--- src/rtl/bus_arbiter_pkg.sv ---
// Shared types and constants for the two-master bus arbiter.
package bus_arbiter_pkg;

    typedef enum logic {
        ARB_IDLE = 1'b0,
        ARB_WAIT = 1'b1
    } arb_state_e;

    typedef enum logic {
        ARB_M0 = 1'b0,
        ARB_M1 = 1'b1
    } arb_owner_e;

    localparam int ARB_DEFAULT_TIMEOUT = 255;

    // Bits needed to hold values 0..max_val.
    function automatic int cnt_width(input int max_val);
        return (max_val < 2) ? 1 : $clog2(max_val + 1);
    endfunction

endpackage

--- src/rtl/bus_arbiter_if.sv ---
// Bundle of both requester channels and the shared slave bus.
// 'master' is the arbiter's view; 'slave' is the view of the requesters plus memory.
interface bus_arbiter_if #(
    parameter int ADDR_WIDTH = 32,
    parameter int DATA_WIDTH = 32
);
    logic                    m0_req, m0_we, m0_gnt, m0_rvalid, m0_err;
    logic [ADDR_WIDTH-1:0]   m0_addr;
    logic [DATA_WIDTH-1:0]   m0_wdata, m0_rdata;
    logic [DATA_WIDTH/8-1:0] m0_be;

    logic                    m1_req, m1_we, m1_gnt, m1_rvalid, m1_err;
    logic [ADDR_WIDTH-1:0]   m1_addr;
    logic [DATA_WIDTH-1:0]   m1_wdata, m1_rdata;
    logic [DATA_WIDTH/8-1:0] m1_be;

    logic                    s_req, s_we, s_gnt, s_rvalid;
    logic [ADDR_WIDTH-1:0]   s_addr;
    logic [DATA_WIDTH-1:0]   s_wdata, s_rdata;
    logic [DATA_WIDTH/8-1:0] s_be;

    modport master (
        input  m0_req, m0_we, m0_addr, m0_wdata, m0_be,
        output m0_gnt, m0_rvalid, m0_rdata, m0_err,
        input  m1_req, m1_we, m1_addr, m1_wdata, m1_be,
        output m1_gnt, m1_rvalid, m1_rdata, m1_err,
        output s_req, s_we, s_addr, s_wdata, s_be,
        input  s_gnt, s_rvalid, s_rdata
    );

    modport slave (
        output m0_req, m0_we, m0_addr, m0_wdata, m0_be,
        input  m0_gnt, m0_rvalid, m0_rdata, m0_err,
        output m1_req, m1_we, m1_addr, m1_wdata, m1_be,
        input  m1_gnt, m1_rvalid, m1_rdata, m1_err,
        input  s_req, s_we, s_addr, s_wdata, s_be,
        output s_gnt, s_rvalid, s_rdata
    );
endinterface

--- src/rtl/bus_arbiter_prio_sel.sv ---
// Winner select: master 1 by default, master 0 when alone or after STARVE_LIMIT
// consecutive losses while it was requesting.
module arb_prio_sel
    import bus_arbiter_pkg::*;
#(
    parameter int STARVE_LIMIT = 4
) (
    input  logic       clk,
    input  logic       rst_n,
    input  logic       m0_req_i,
    input  logic       m1_req_i,
    input  logic       accept_i,
    output arb_owner_e winner_o
);
    localparam int SW = cnt_width(STARVE_LIMIT);

    logic [SW-1:0] starve_q, starve_d;
    logic          forced;

    assign forced = m0_req_i && (starve_q == SW'(STARVE_LIMIT));

    always_comb begin
        winner_o = ((m0_req_i && !m1_req_i) || forced) ? ARB_M0 : ARB_M1;
    end

    always_comb begin
        starve_d = starve_q;
        if (accept_i) begin
            if (winner_o == ARB_M0) begin
                starve_d = '0;
            end else if (m0_req_i && (starve_q != SW'(STARVE_LIMIT))) begin
                starve_d = starve_q + 1'b1;
            end
        end
    end

    always_ff @(posedge clk or negedge rst_n) begin
        if (!rst_n) begin
            starve_q <= '0;
        end else begin
            starve_q <= starve_d;
        end
    end
endmodule

--- src/rtl/bus_arbiter.sv ---
// Two-master, single-outstanding bus arbiter with anti-starvation for master 0
// and a response timeout that returns an error to the owner.
module bus_arbiter
    import bus_arbiter_pkg::*;
#(
    parameter int ADDR_WIDTH   = 32,
    parameter int DATA_WIDTH   = 32,
    parameter int STARVE_LIMIT = 4,
    parameter int TIMEOUT      = ARB_DEFAULT_TIMEOUT
) (
    input  logic               clk,
    input  logic               rst_n,
    bus_arbiter_if.master      bus,
    output arb_state_e         state_o
);
    localparam int TW = cnt_width(TIMEOUT);

    arb_state_e    state_q;
    arb_owner_e    owner_q;
    logic [TW-1:0] to_cnt_q;

    arb_owner_e              winner;
    logic                    idle, any_req, accept, sel_m1;
    logic                    to_last, resp_done, timed_out;
    logic [ADDR_WIDTH-1:0]   win_addr;
    logic [DATA_WIDTH-1:0]   resp_data;

    assign idle    = (state_q == ARB_IDLE);
    assign any_req = bus.m0_req || bus.m1_req;
    // Outputs are gated by rst_n so they drop the moment reset asserts.
    assign accept  = rst_n && idle && any_req && bus.s_gnt;
    assign sel_m1  = (winner == ARB_M1) && bus.m1_req;

    arb_prio_sel #(
        .STARVE_LIMIT(STARVE_LIMIT)
    ) u_prio_sel (
        .clk      (clk),
        .rst_n    (rst_n),
        .m0_req_i (bus.m0_req),
        .m1_req_i (bus.m1_req),
        .accept_i (accept),
        .winner_o (winner)
    );

    always_comb begin
        win_addr    = sel_m1 ? bus.m1_addr  : bus.m0_addr;
        bus.s_we    = sel_m1 ? bus.m1_we    : bus.m0_we;
        bus.s_wdata = sel_m1 ? bus.m1_wdata : bus.m0_wdata;
        bus.s_be    = sel_m1 ? bus.m1_be    : bus.m0_be;
    end

    assign bus.s_addr = win_addr;
    assign bus.s_req  = rst_n && idle && any_req;
    assign bus.m0_gnt = accept && !sel_m1;
    assign bus.m1_gnt = accept && sel_m1;

    assign to_last   = (to_cnt_q == TW'(TIMEOUT - 1));
    assign resp_done = !idle && (bus.s_rvalid || to_last);
    assign timed_out = !idle && !bus.s_rvalid && to_last;
    assign resp_data = bus.s_rvalid ? bus.s_rdata : '0;

    assign bus.m0_rvalid = resp_done && (owner_q == ARB_M0);
    assign bus.m1_rvalid = resp_done && (owner_q == ARB_M1);
    assign bus.m0_rdata  = bus.m0_rvalid ? resp_data : '0;
    assign bus.m1_rdata  = bus.m1_rvalid ? resp_data : '0;
    assign bus.m0_err    = bus.m0_rvalid && timed_out;
    assign bus.m1_err    = bus.m1_rvalid && timed_out;

    always_ff @(posedge clk or negedge rst_n) begin
        if (!rst_n) begin
            state_q  <= ARB_IDLE;
            owner_q  <= ARB_M0;
            to_cnt_q <= '0;
        end else begin
            case (state_q)
                ARB_IDLE: begin
                    if (accept) begin
                        owner_q  <= winner;
                        to_cnt_q <= '0;
                        state_q  <= ARB_WAIT;
                    end
                end
                ARB_WAIT: begin
                    if (bus.s_rvalid || to_last) begin
                        state_q <= ARB_IDLE;
                    end else begin
                        to_cnt_q <= to_cnt_q + 1'b1;
                    end
                end
            endcase
        end
    end

    assign state_o = state_q;
endmodule

--- src/flat_wrapper.sv ---
// flat-port wrapper written by rule: the top's interface ports become plain ports
module bus_arbiter_flat import bus_arbiter_pkg::*;
#(
    parameter int ADDR_WIDTH   = 32,
    parameter int DATA_WIDTH   = 32,
    parameter int STARVE_LIMIT = 4,
    parameter int TIMEOUT      = ARB_DEFAULT_TIMEOUT
)
  (clk, rst_n, state_o, bus_m0_req, bus_m0_we, bus_m0_addr, bus_m0_wdata, bus_m0_be, bus_m0_gnt, bus_m0_rvalid, bus_m0_rdata, bus_m0_err, bus_m1_req, bus_m1_we, bus_m1_addr, bus_m1_wdata, bus_m1_be, bus_m1_gnt, bus_m1_rvalid, bus_m1_rdata, bus_m1_err, bus_s_req, bus_s_we, bus_s_addr, bus_s_wdata, bus_s_be, bus_s_gnt, bus_s_rvalid, bus_s_rdata);
  bus_arbiter_if #(.ADDR_WIDTH(ADDR_WIDTH), .DATA_WIDTH(DATA_WIDTH)) bus_i ();
  input  logic clk;
  input  logic rst_n;
  output arb_state_e state_o;
  input wire logic [$bits(bus_i.m0_req)-1:0] bus_m0_req;
  input wire logic [$bits(bus_i.m0_we)-1:0] bus_m0_we;
  input wire logic [$bits(bus_i.m0_addr)-1:0] bus_m0_addr;
  input wire logic [$bits(bus_i.m0_wdata)-1:0] bus_m0_wdata;
  input wire logic [$bits(bus_i.m0_be)-1:0] bus_m0_be;
  output wire logic [$bits(bus_i.m0_gnt)-1:0] bus_m0_gnt;
  output wire logic [$bits(bus_i.m0_rvalid)-1:0] bus_m0_rvalid;
  output wire logic [$bits(bus_i.m0_rdata)-1:0] bus_m0_rdata;
  output wire logic [$bits(bus_i.m0_err)-1:0] bus_m0_err;
  input wire logic [$bits(bus_i.m1_req)-1:0] bus_m1_req;
  input wire logic [$bits(bus_i.m1_we)-1:0] bus_m1_we;
  input wire logic [$bits(bus_i.m1_addr)-1:0] bus_m1_addr;
  input wire logic [$bits(bus_i.m1_wdata)-1:0] bus_m1_wdata;
  input wire logic [$bits(bus_i.m1_be)-1:0] bus_m1_be;
  output wire logic [$bits(bus_i.m1_gnt)-1:0] bus_m1_gnt;
  output wire logic [$bits(bus_i.m1_rvalid)-1:0] bus_m1_rvalid;
  output wire logic [$bits(bus_i.m1_rdata)-1:0] bus_m1_rdata;
  output wire logic [$bits(bus_i.m1_err)-1:0] bus_m1_err;
  output wire logic [$bits(bus_i.s_req)-1:0] bus_s_req;
  output wire logic [$bits(bus_i.s_we)-1:0] bus_s_we;
  output wire logic [$bits(bus_i.s_addr)-1:0] bus_s_addr;
  output wire logic [$bits(bus_i.s_wdata)-1:0] bus_s_wdata;
  output wire logic [$bits(bus_i.s_be)-1:0] bus_s_be;
  input wire logic [$bits(bus_i.s_gnt)-1:0] bus_s_gnt;
  input wire logic [$bits(bus_i.s_rvalid)-1:0] bus_s_rvalid;
  input wire logic [$bits(bus_i.s_rdata)-1:0] bus_s_rdata;
  assign bus_i.m0_req = bus_m0_req;
  assign bus_i.m0_we = bus_m0_we;
  assign bus_i.m0_addr = bus_m0_addr;
  assign bus_i.m0_wdata = bus_m0_wdata;
  assign bus_i.m0_be = bus_m0_be;
  assign bus_m0_gnt = bus_i.m0_gnt;
  assign bus_m0_rvalid = bus_i.m0_rvalid;
  assign bus_m0_rdata = bus_i.m0_rdata;
  assign bus_m0_err = bus_i.m0_err;
  assign bus_i.m1_req = bus_m1_req;
  assign bus_i.m1_we = bus_m1_we;
  assign bus_i.m1_addr = bus_m1_addr;
  assign bus_i.m1_wdata = bus_m1_wdata;
  assign bus_i.m1_be = bus_m1_be;
  assign bus_m1_gnt = bus_i.m1_gnt;
  assign bus_m1_rvalid = bus_i.m1_rvalid;
  assign bus_m1_rdata = bus_i.m1_rdata;
  assign bus_m1_err = bus_i.m1_err;
  assign bus_s_req = bus_i.s_req;
  assign bus_s_we = bus_i.s_we;
  assign bus_s_addr = bus_i.s_addr;
  assign bus_s_wdata = bus_i.s_wdata;
  assign bus_s_be = bus_i.s_be;
  assign bus_i.s_gnt = bus_s_gnt;
  assign bus_i.s_rvalid = bus_s_rvalid;
  assign bus_i.s_rdata = bus_s_rdata;
  bus_arbiter #(.ADDR_WIDTH(ADDR_WIDTH), .DATA_WIDTH(DATA_WIDTH), .STARVE_LIMIT(STARVE_LIMIT), .TIMEOUT(TIMEOUT)) u_core (.clk(clk), .rst_n(rst_n), .bus(bus_i), .state_o(state_o));
endmodule
--- config.mk ---
export PLATFORM = sky130hd
export DESIGN_NAME = bus_arbiter_flat
export DESIGN_NICKNAME = d
export VERILOG_FILES = /design/src/rtl/bus_arbiter_pkg.sv /design/src/rtl/bus_arbiter_if.sv /design/src/rtl/bus_arbiter_prio_sel.sv /design/src/rtl/bus_arbiter.sv /design/src/flat_wrapper.sv
export SDC_FILE = /design/constraint.sdc
export NUM_CORES = 1
export LEC_CHECK = 0
export ABC_AREA = 1
export CORE_AREA = 2 2 122 124
export CTS_CLUSTER_DIAMETER = 100
export DETAILED_ROUTE_END_ITERATION = 7
export DIE_AREA = 0 0 124 126
export PLACE_DENSITY_LB_ADDON = 0.2
export SLEW_MARGIN = 20
export SYNTH_ARGS = -nofsm -noshare
export SYNTH_HDL_FRONTEND = slang
export SYNTH_SLANG_ARGS = --single-unit
--- constraint.sdc ---
create_clock -name clk -period 2.8 [get_ports clk]
set_input_delay 0.7 -clock clk [delete_from_list [all_inputs] [get_ports clk]]
set_output_delay 0.7 -clock clk [all_outputs]
set_load 0.005 [all_outputs]
==> summary.txt <==
Logic synthesis
  • Synth area leaders: nand2_1 49%, inv_1 16%, dfrtp_1 13%
  • Synth top area share: 49.3%
  • Mean Syn Cell Area: 4.68 µm²
  • Post-synthesis sequential area ratio: 12.8%
  • Post-Syn Area: between 0.002 and 0.003 mm²
  • Yosys top cell by area: nand2_1
  • Netlist cell types: 25
  • Synth Register Bits: 13
  • Post-synth EDFFs: 0
  • Post-synth ARST share: 100%
  • Mapped Nets: 724
  • Top FF cell, synth: dfrtp_1
  • Ys Warns: 0
  • Syn Inst Count: between 500 and 600

STA
  • Slew at the pin closest to its max-slew limit: 0.348 ns
  • Clk_skew: about 0.0071 ns
  • Slew Viols, Final: 0
  • Fin Setup TNS: -1.64 ns
  • Rel. slew slack: between 70 and 80%
  • Fmax: 0.342 GHz
  • Crit path time final: slightly below 3 ns
  • Setup violators final: 16
  • PnR worst setup slack: -0.123 ns
  • Final hold vios: 0
  • RSZ-0062 raised after global routing: true
  • Fin crit share: 104%

Clock tree
  • CTS buffer count: 3
  • Max Root-Sink Buffers: 2
  • Clk_lat worst skew: 0.25 ns
  • Hold buffer count at CTS: 0
  • Clock transition at the registers of the reported paths: 0.05 ns
  • Max H-tree Level: 1
  • TritonCTS clock tree: built
  • Clk sink count: 13
  • Root cell of the clock tree: clkbuf_16

Routing
  • Wire per inst: 14.0 µm
  • DRT Pass-1 Iters: 6
  • Total wire length: roughly 15000 µm
  • Routed Antenna Nets: 0
  • DRC viols: 0
  • Vias per cell: approximately 4
  • DRT iter0 DRCs: 146
  • Routed via count: 4319

Setup path
  • Worst Path Class, Setup: reg -> out
  • CP arrival: 2.22 ns
  • Critical Path RT: 2.10 ns
  • Max incr delay on CP: 0.49 ns
  • Worst Setup Start Kind: register
  • Register-to-register setup slack: 1.15 ns
  • Buf+Inv Stages, Crit Path: 6
  • Critical Path Sink Type: output pin
  • Top delay family on crit path: buffers and inverters
  • R2r endpoint: u_core.to_cnt_q[2]$_DFFE_PN0P_
  • Worst r2r path cells: 7
  • Slowest cell on the critical path: clkdlybuf4s50_1
  • Critical-path cell list: inv_2 > ha_4 > inv_1 > nor2_2 > nand2_2 > nand2_2 > nand2_4 > nor2_8 > buf_4 > buf_16 > nand2_1 > inv_1 > clkdlybuf4s50_1
  • Crit-path max FO: 8
  • R2r startpoint: u_core.state_o$_DFF_PN0_

Die
  • Initial core utilization: 17.8%
  • I/O pins: 317
  • Die area: 0.0156 mm²
  • Die width: approximately 120 µm
  • Die height: roughly 130 µm
  • FP Rows: 44
  • Core Box Area: 0.0143 mm²

Finish
  • Final Core Density: between 40 and 50%
  • Commonest non-fill, non-tap cell in the layout: nand2_1
  • Layout Area Growth over Synthesis: 163%
  • Antenna cell count: 0
  • Layout cells sized above 1: between 10% and 20%
  • Post-Layout Cell Count: 1095
  • Most frequent cells in the layout: 328 x nand2_1, 190 x clkdlybuf4s50_1, 106 x inv_1
  • Nets@finish: 1092

GRT
  • Initial antenna violation count: 0
  • GR Util All Layers: 17.9%
  • Vias in the first global route: 4035
  • Global-route wire length before repair: 21700 µm
  • Total grt overflow: 0
  • Pin count of the biggest net entering global routing: 19

Power
  • Power per cell area: 252 mW/mm²
  • Pleak: 4.46 nW
  • Worst VDD drop: 189 µV

Min path
  • Hold depth: 2
  • Worst hold start: u_core.to_cnt_q[7]$_DFFE_PN0P_
  • Worst Hold Class: reg -> reg
  • Hold Path End: u_core.to_cnt_q[7]$_DFFE_PN0P_

Status
  • Outcome: complete, but fails checks
  • Failing checks: setup timing

Place
  • Detailed placement HPWL: about 12000 µm
  • Number of cells after detailed placement: around 1000
  • Pre-CTS setup slack: -0.508 ns
  • RD Place Congestion: 0.840
  • Port Buf Inserts: 316

Job
  • Total of max-cap violations: 0
repair_timing:
item,4_1_cts,5_1_grt
pin swaps,3,5
cloned,7,2
setup buffers,20,15
setup endpoints to repair,140,98
resized for setup,132,74
endpoints found under the hold margin,0,0
routing by layer:
metal / up-vias / wire [µm] / GRT usage [%]
met1: 1823 / 5510 / 19.2
met3: 14 / 1510 / 4.26
met4: 0 / 245 / 2.91
met2: 216 / 8070 / 35.2
met5: - / 0 / 0
li1: 2266 / - / -
sequential cells by signal, summed over array words and instances (netlist names):
signal                      cells
u_core.u_prio_sel.starve_q      3
u_core.owner_q                  1
u_core.to_cnt_q                 8
u_core.state_o                  1
area by class of cell:
cell class	instances	area [µm²]
tap	184	230
clock buffer	4	78.8
fill	1491	7630
sequential	13	325
inverter	110	418
timing repair buffer	390	3970
multi-input combinational	394	1670
cells by family after synthesis:
kind of cell,Yosys count,share of synthesized area (%)
buf+inv,137,23.3
compound gates,10,2.06
fa+ha+maj,4,1.97
simple gates,379,59.6
flops,13,12.8
xor+xnor,1,0.344
synth_stat cells, types with 3 or more instances:
library cell and instances:
nand2_1 334, a21oi_1 3, buf_2 15, buf_6 6, dfrtp_1 13, ha_1 4, o21ai_0 4, clkbuf_1 4
nor2_1 20, inv_1 108, nand3_1 12
tightest hold or removal path, stage by stage, from the launching register on:
cell     delay [ns]
dfrtp_1        0.36
nand3_1        0.08
nand2_1        0.06
power breakdown:
part	internal, mW	leakage [nW]	switching, mW	total (mW)
combinational	0.683	4.25	0.480	1.16
clock	0.192	0.0382	0.0827	0.275
sequential	0.219	0.173	0.0302	0.249
through the flow:
stage	power, mW	area, µm²	hold WS [ns]
2_1_floorplan	0.612	2540	0.404
5_1_grt	1.81	6680	0.583
3_5_place_dp	1.33	6080	0.527
6_report	1.69	6680	0.536
3_3_place_gp	1.33	6080	0.531
4_1_cts	1.64	6460	0.540
how the worst max path moves through the flow:
stage	slack, ns	end	startpoint	depth (start not counted)
floorplan	0.59	bus_s_addr[21]	bus_m1_req	9
global placement	-0.49	bus_s_addr[7]	bus_m0_req	9
detailed placement	-0.51	bus_s_addr[7]	bus_m0_req	9
CTS	-0.19	bus_m0_rdata[21]	u_core.to_cnt_q[0]$_DFFE_PN0P_	12
global route	-0.25	bus_m0_rdata[27]	u_core.to_cnt_q[0]$_DFFE_PN0P_	13
finish	-0.12	bus_m0_rdata[27]	u_core.to_cnt_q[0]$_DFFE_PN0P_	13
Power figures use the tool's default switching activity.
==> edit 1 (config.mk and constraints unchanged) <==
`STARVE_LIMIT` is set to 4 in 3 places; all go to 8.
--- a/src/rtl/bus_arbiter_prio_sel.sv
+++ b/src/rtl/bus_arbiter_prio_sel.sv
@@ -3,7 +3,7 @@
 module arb_prio_sel
     import bus_arbiter_pkg::*;
 #(
-    parameter int STARVE_LIMIT = 4
+    parameter int STARVE_LIMIT = 8
 ) (
     input  logic       clk,
     input  logic       rst_n,
--- a/src/rtl/bus_arbiter.sv
+++ b/src/rtl/bus_arbiter.sv
@@ -5,7 +5,7 @@
 #(
     parameter int ADDR_WIDTH   = 32,
     parameter int DATA_WIDTH   = 32,
-    parameter int STARVE_LIMIT = 4,
+    parameter int STARVE_LIMIT = 8,
     parameter int TIMEOUT      = ARB_DEFAULT_TIMEOUT
 ) (
     input  logic               clk,
--- a/src/flat_wrapper.sv
+++ b/src/flat_wrapper.sv
@@ -3,7 +3,7 @@
 #(
     parameter int ADDR_WIDTH   = 32,
     parameter int DATA_WIDTH   = 32,
-    parameter int STARVE_LIMIT = 4,
+    parameter int STARVE_LIMIT = 8,
     parameter int TIMEOUT      = ARB_DEFAULT_TIMEOUT
 )
   (clk, rst_n, state_o, bus_m0_req, bus_m0_we, bus_m0_addr, bus_m0_wdata, bus_m0_be, bus_m0_gnt, bus_m0_rvalid, bus_m0_rdata, bus_m0_err, bus_m1_req, bus_m1_we, bus_m1_addr, bus_m1_wdata, bus_m1_be, bus_m1_gnt, bus_m1_rvalid, bus_m1_rdata, bus_m1_err, bus_s_req, bus_s_we, bus_s_addr, bus_s_wdata, bus_s_be, bus_s_gnt, bus_s_rvalid, bus_s_rdata);
Formal check against the unedited RTL: not equivalent (a bounded check fails within 10 cycles, from zero or initial values and one cycle with rst_n low).
==> edit 1 against the unedited design <==
Fmax up 6.9%; sequential cell count up 1; routed wire length down 3.0%; design area down 0.79%; hold slack worse by 0.00077 ns; total power down 1.1%; setup slack better by 0.19 ns; synthesized area up 2.0%; register-to-register slack better by 0.02 ns; largest cell class unchanged.
==> edit 1: results (changes against the unedited design) <==
| Metric | Value |
|---|---|
| Status | `complete, no violations (was complete, but fails checks)` |
| Clock Skew | `0.004677 ns (was 0.007138 ns)` |
| Crit path DAT | `2.04 ns (was 2.22 ns)` |
| Post-detail-place hpwl | `11.91 mm (was 12.09 mm)` |
| Top Registers | `u_core.to_cnt_q (8), u_core.u_prio_sel.starve_q (4) (was u_core.to_cnt_q (8), u_core.u_prio_sel.starve_q (3))` |
| Area share of xor/xnor cells in the synthesized design | `0.006747 (was 0.003441)` |
| Hold Crit Class | `register to register (unchanged)` |
| Clk_lat worst skew | `0.25 ns (about the same)` |
| DR WL/cell | `13.49 um (was 14.01 um)` |
| Register area share after synthesis | `0.1349 (was 0.1278)` |
| Share of layout cells above drive strength 1 | `0.1307 (was 0.1240)` |
| FILL cells | `1,529 (was 1,491)` |
| Pleak | `4.217 nW (was 4.464 nW)` |
| Net Count, Synth | `730 (was 724)` |
| First-pass GRT wire length | `22.08 mm (was 21.67 mm)` |
| Slew @ Worst Pin | `0.3742 ns (was 0.3485 ns)` |
| Syn. warnings | `0 (unchanged)` |
| Placer Congestion | `0.8847 (was 0.8402)` |
| Area contributors post-synth | `nand2_1 (49%), inv_1 (16%), dfrtp_1 (13%) (unchanged)` |
| Clock transition at path regs | `0.05 ns (about the same)` |
| R2R depth | `10 (was 7)` |
| Pin count of the biggest net entering global routing | `33 (was 19)` |
| Worst R2R End | `u_core.to_cnt_q[0] (was u_core.to_cnt_q[2])` |
| Clock Tree Buf Depth | `2 (unchanged)` |
| Netlist cell types | `25 (unchanged)` |
| Grt met2 use | `0.3552 (was 0.3520)` |
| Via density | `3.924 (was 3.944)` |
| Post-synthesis compound-gate area fraction | `0.02361 (was 0.02065)` |
| Worst hold path depth | `2 (unchanged)` |
| Slowest-stage cell, CP | `dfrtp_1 (was clkdlybuf4s50_1)` |
| CTS root buf | `clkbuf_16 (unchanged)` |
| Overall global routing resource usage | `0.1826 (was 0.1790)` |
| Synth cell count leaders | `nand2_1 (339), inv_1 (108), nor2_1 (19) (was nand2_1 (334), inv_1 (108), nor2_1 (20))` |
| Peak supply drop | `0.1680 mV (was 0.1889 mV)` |
| Hold Path End | `u_core.to_cnt_q[7] (unchanged)` |
| TritonCTS Buffers | `3 (unchanged)` |
| Worst Min Path Start | `u_core.to_cnt_q[7] (unchanged)` |
| R2R Path Start | `u_core.to_cnt_q[0] (was u_core.state_o)` |
| CP Max Fanout | `11 (was 8)` |
| Reg2reg setup slack | `1.17 ns (was 1.15 ns)` |
| Vias in the first global route | `4,203 (was 4,035)` |
| GR Util met3 | `0.06114 (was 0.04257)` |
| Synth Area in Adders | `0.01928 (was 0.01967)` |
| Antenna violations before repair | `3 (was 0)` |
| Async SR Flop Fraction | `1.000 (unchanged)` |
| Drt pass-1 iters | `4 (was 6)` |
| CP top delay family | `buffers and inverters (unchanged)` |
| Met1 Usage GRT | `0.1863 (was 0.1920)` |
| Final nets | `1,100 (was 1,092)` |
| Crit path largest cell delay | `0.38 ns (was 0.49 ns)` |
| DRT iter0 DRCs | `133 (was 146)` |
## edit 1: final cells by class
| class | count | area share |
|---|---|---|
| Tap cell | 184 | 0.03472 |
| Sequential cell | 14 | 0.05283 |
| Timing Repair Buffer | 391 | 0.5785 |
| Antenna cell | 1 | 0.0003774 |
| Inverter | 110 | 0.06415 |
| Multi-Input combinational cell | 400 | 0.2581 |
| Clock buffer | 3 | 0.01132 |
## edit 1: layer usage
metal	share of wire	wire (um)
met1	0.35	5256
met3	0.12	1745
met5	0.0017	25
met4	0.011	164
met2	0.52	7690
## edit 1: through the flow
stage,hold slack [ns],instances,util,setup WS (ns),area (um^2)
detailed placement,0.5314,1052,0.4272,-0.4466,6115
finish,0.5355,1103,0.4633,0.06453,6631
global placement,0.5140,1052,0.4272,-0.3957,6115
floorplan,0.4044,550,-,0.6803,2596
global route,0.5621,1102,0.4631,-0.02100,6629
CTS,0.5418,1099,0.4615,-0.01764,6606
## edit 1: cell families (layout without fill, tap and decap cells)
group,count (synthesis),in the layout
adder cells (fa/ha/maj),4,4
AND/OR/NAND/NOR,383,383
other,0,1
XOR/XNOR,2,2
flip-flops,14,14
AO/OA/AOI/OAI,11,11
buffers and inverters,136,504
## edit 1: worst min-delay path: stages, from the launching register on
cell     delay, ns
dfrtp_1       0.36
nand3_1       0.08
nand2_1       0.06
## edit 1: worst max path at each step
stage,startpoint,to,cells past startpoint
final,u_core.u_prio_sel.starve_q[0],bus_s_wdata[5],12
after global routing,u_core.u_prio_sel.starve_q[0],bus_s_wdata[21],12
after CTS,u_core.to_cnt_q[0],bus_m0_rdata[28],14
after detailed placement,bus_m1_req,bus_s_be[1],8
after global placement,bus_m1_req,bus_s_wdata[22],8
after floorplan,bus_s_rvalid,bus_m0_rdata[22],8
## edit 1: power by group
part | switching, mW | internal, mW
registers | 0.0341 | 0.236
logic | 0.460 | 0.663
clock network | 0.0866 | 0.187
total | 0.581 | 1.09
## edit 1: timing repair
action                     CTS  global route
buffers inserted            37             6
resized for setup          214            39
setup endpoints to repair  140            69
hold buffers                 0             0
pin swaps                    7             6
cloned                       8             0
==> edit 2 (same settings) <==
Made on the original files. Make the reset (`rst_n`) synchronous in 2 clocked blocks.
--- a/src/rtl/bus_arbiter_prio_sel.sv
+++ b/src/rtl/bus_arbiter_prio_sel.sv
@@ -34,7 +34,7 @@
         end
     end
 
-    always_ff @(posedge clk or negedge rst_n) begin
+    always_ff @(posedge clk) begin
         if (!rst_n) begin
             starve_q <= '0;
         end else begin
--- a/src/rtl/bus_arbiter.sv
+++ b/src/rtl/bus_arbiter.sv
@@ -66,7 +66,7 @@
     assign bus.m0_err    = bus.m0_rvalid && timed_out;
     assign bus.m1_err    = bus.m1_rvalid && timed_out;
 
-    always_ff @(posedge clk or negedge rst_n) begin
+    always_ff @(posedge clk) begin
         if (!rst_n) begin
             state_q  <= ARB_IDLE;
             owner_q  <= ARB_M0;
Function: differs if rst_n is asserted again (counterexample within 4 cycles, from zero or initial values and one cycle with rst_n low); with rst_n held inactive, the same outputs for 10 cycles.
==> edit 2 against the unedited design <==
Via count fell by 2.9%; final cell count fell by 4.6%; setup slack better by 0.16 ns; design area fell by 2.4%; clock skew fell by 0.0066 ns; sequential cell count did not move; first-iteration DRC count up 5.5%; synthesized cell count fell by 8.6%; clock power is 1% lower; register-to-register slack worse by 0.10 ns; total power decreased by 27%; routed wire length fell by 6.3%; critical path depth is 2 lower; synthesized area decreased by 4.7%.
==> edit 2: results (changes against the unedited design) <==
| Metric | Value |
|---|---|
| CP endpoint | `bus_s_wdata[24] (was bus_m0_rdata[27])` |
| Netlist cell types | `24 (was 25)` |
| Worst R2R End | `u_core.to_cnt_q[1] (was u_core.to_cnt_q[2])` |
| Sw Pwr | `0.3747 mW (was 0.5927 mW)` |
| Crit. Startpoint | `bus_m1_req (was u_core.to_cnt_q[0])` |
| Hold Path End | `u_core.u_prio_sel.starve_q[1] (was u_core.to_cnt_q[7])` |
| WHS | `0.5003 ns (was 0.5362 ns)` |
| Fmax achieved | `361.8 MHz (was 342.1 MHz)` |
| WL met3 | `1.526 mm (was 1.507 mm)` |
| DRT iter0 DRCs | `154 (was 146)` |
| Vias in the first global route | `3,810 (was 4,035)` |
| Main synth FF type | `dfxtp_1 (was dfrtp_1)` |
| Slew HR | `0.7893 (was 0.7671)` |
| Post-detail-place hpwl | `11.41 mm (was 12.09 mm)` |
| Grt met2 use | `0.3132 (was 0.3520)` |
| Place WS | `-0.4050 ns (was -0.5076 ns)` |
| Met1 Usage GRT | `0.1886 (was 0.1920)` |
| Area contributors post-synth | `nand2_1 (37%), nand3_1 (16%), inv_1 (12%) (was nand2_1 (49%), inv_1 (16%), dfrtp_1 (13%))` |
| Routed via count | `4,195 (was 4,319)` |
| Cells after DPL | `1,000 (was 1,047)` |
| R2R depth | `9 (was 7)` |
| Slowest-stage cell, CP | `dlygate4sd2_1 (was clkdlybuf4s50_1)` |
| Async SR Flop Fraction | `0 (was 1.000)` |
| Status | `complete, no violations (was complete, but fails checks)` |
| Register area share after synthesis | `0.1073 (was 0.1278)` |
[edit 2: changes by cell type after synthesis, moves of 3 or more]
cell,change
nor2_1,+6
nand3_1,+65
a21oi_1,+3
nand2_1,-97
buf_2,-3
dfxtp_1,+13
dfrtp_1,-13
buf_4,+5
inv_1,-28
[edit 2: cell type report]
class | count | area (um^2)
Sequential cell | 13 | 261.5
Multi-Input combinational cell | 371 | 1684
Timing Repair Buffer | 389 | 3935
Fill cell | 1511 | 7792
Inverter | 84 | 331.6
Clock buffer | 4 | 78.83
Tap cell | 184 | 230.2
[edit 2: repair_timing]
item,4_1_cts,5_1_grt
pin swaps,4,6
setup buffers,23,13
endpoints found under the hold margin,0,0
resized for setup,192,52
gates cloned,5,0
endpoints found under the setup margin,136,79
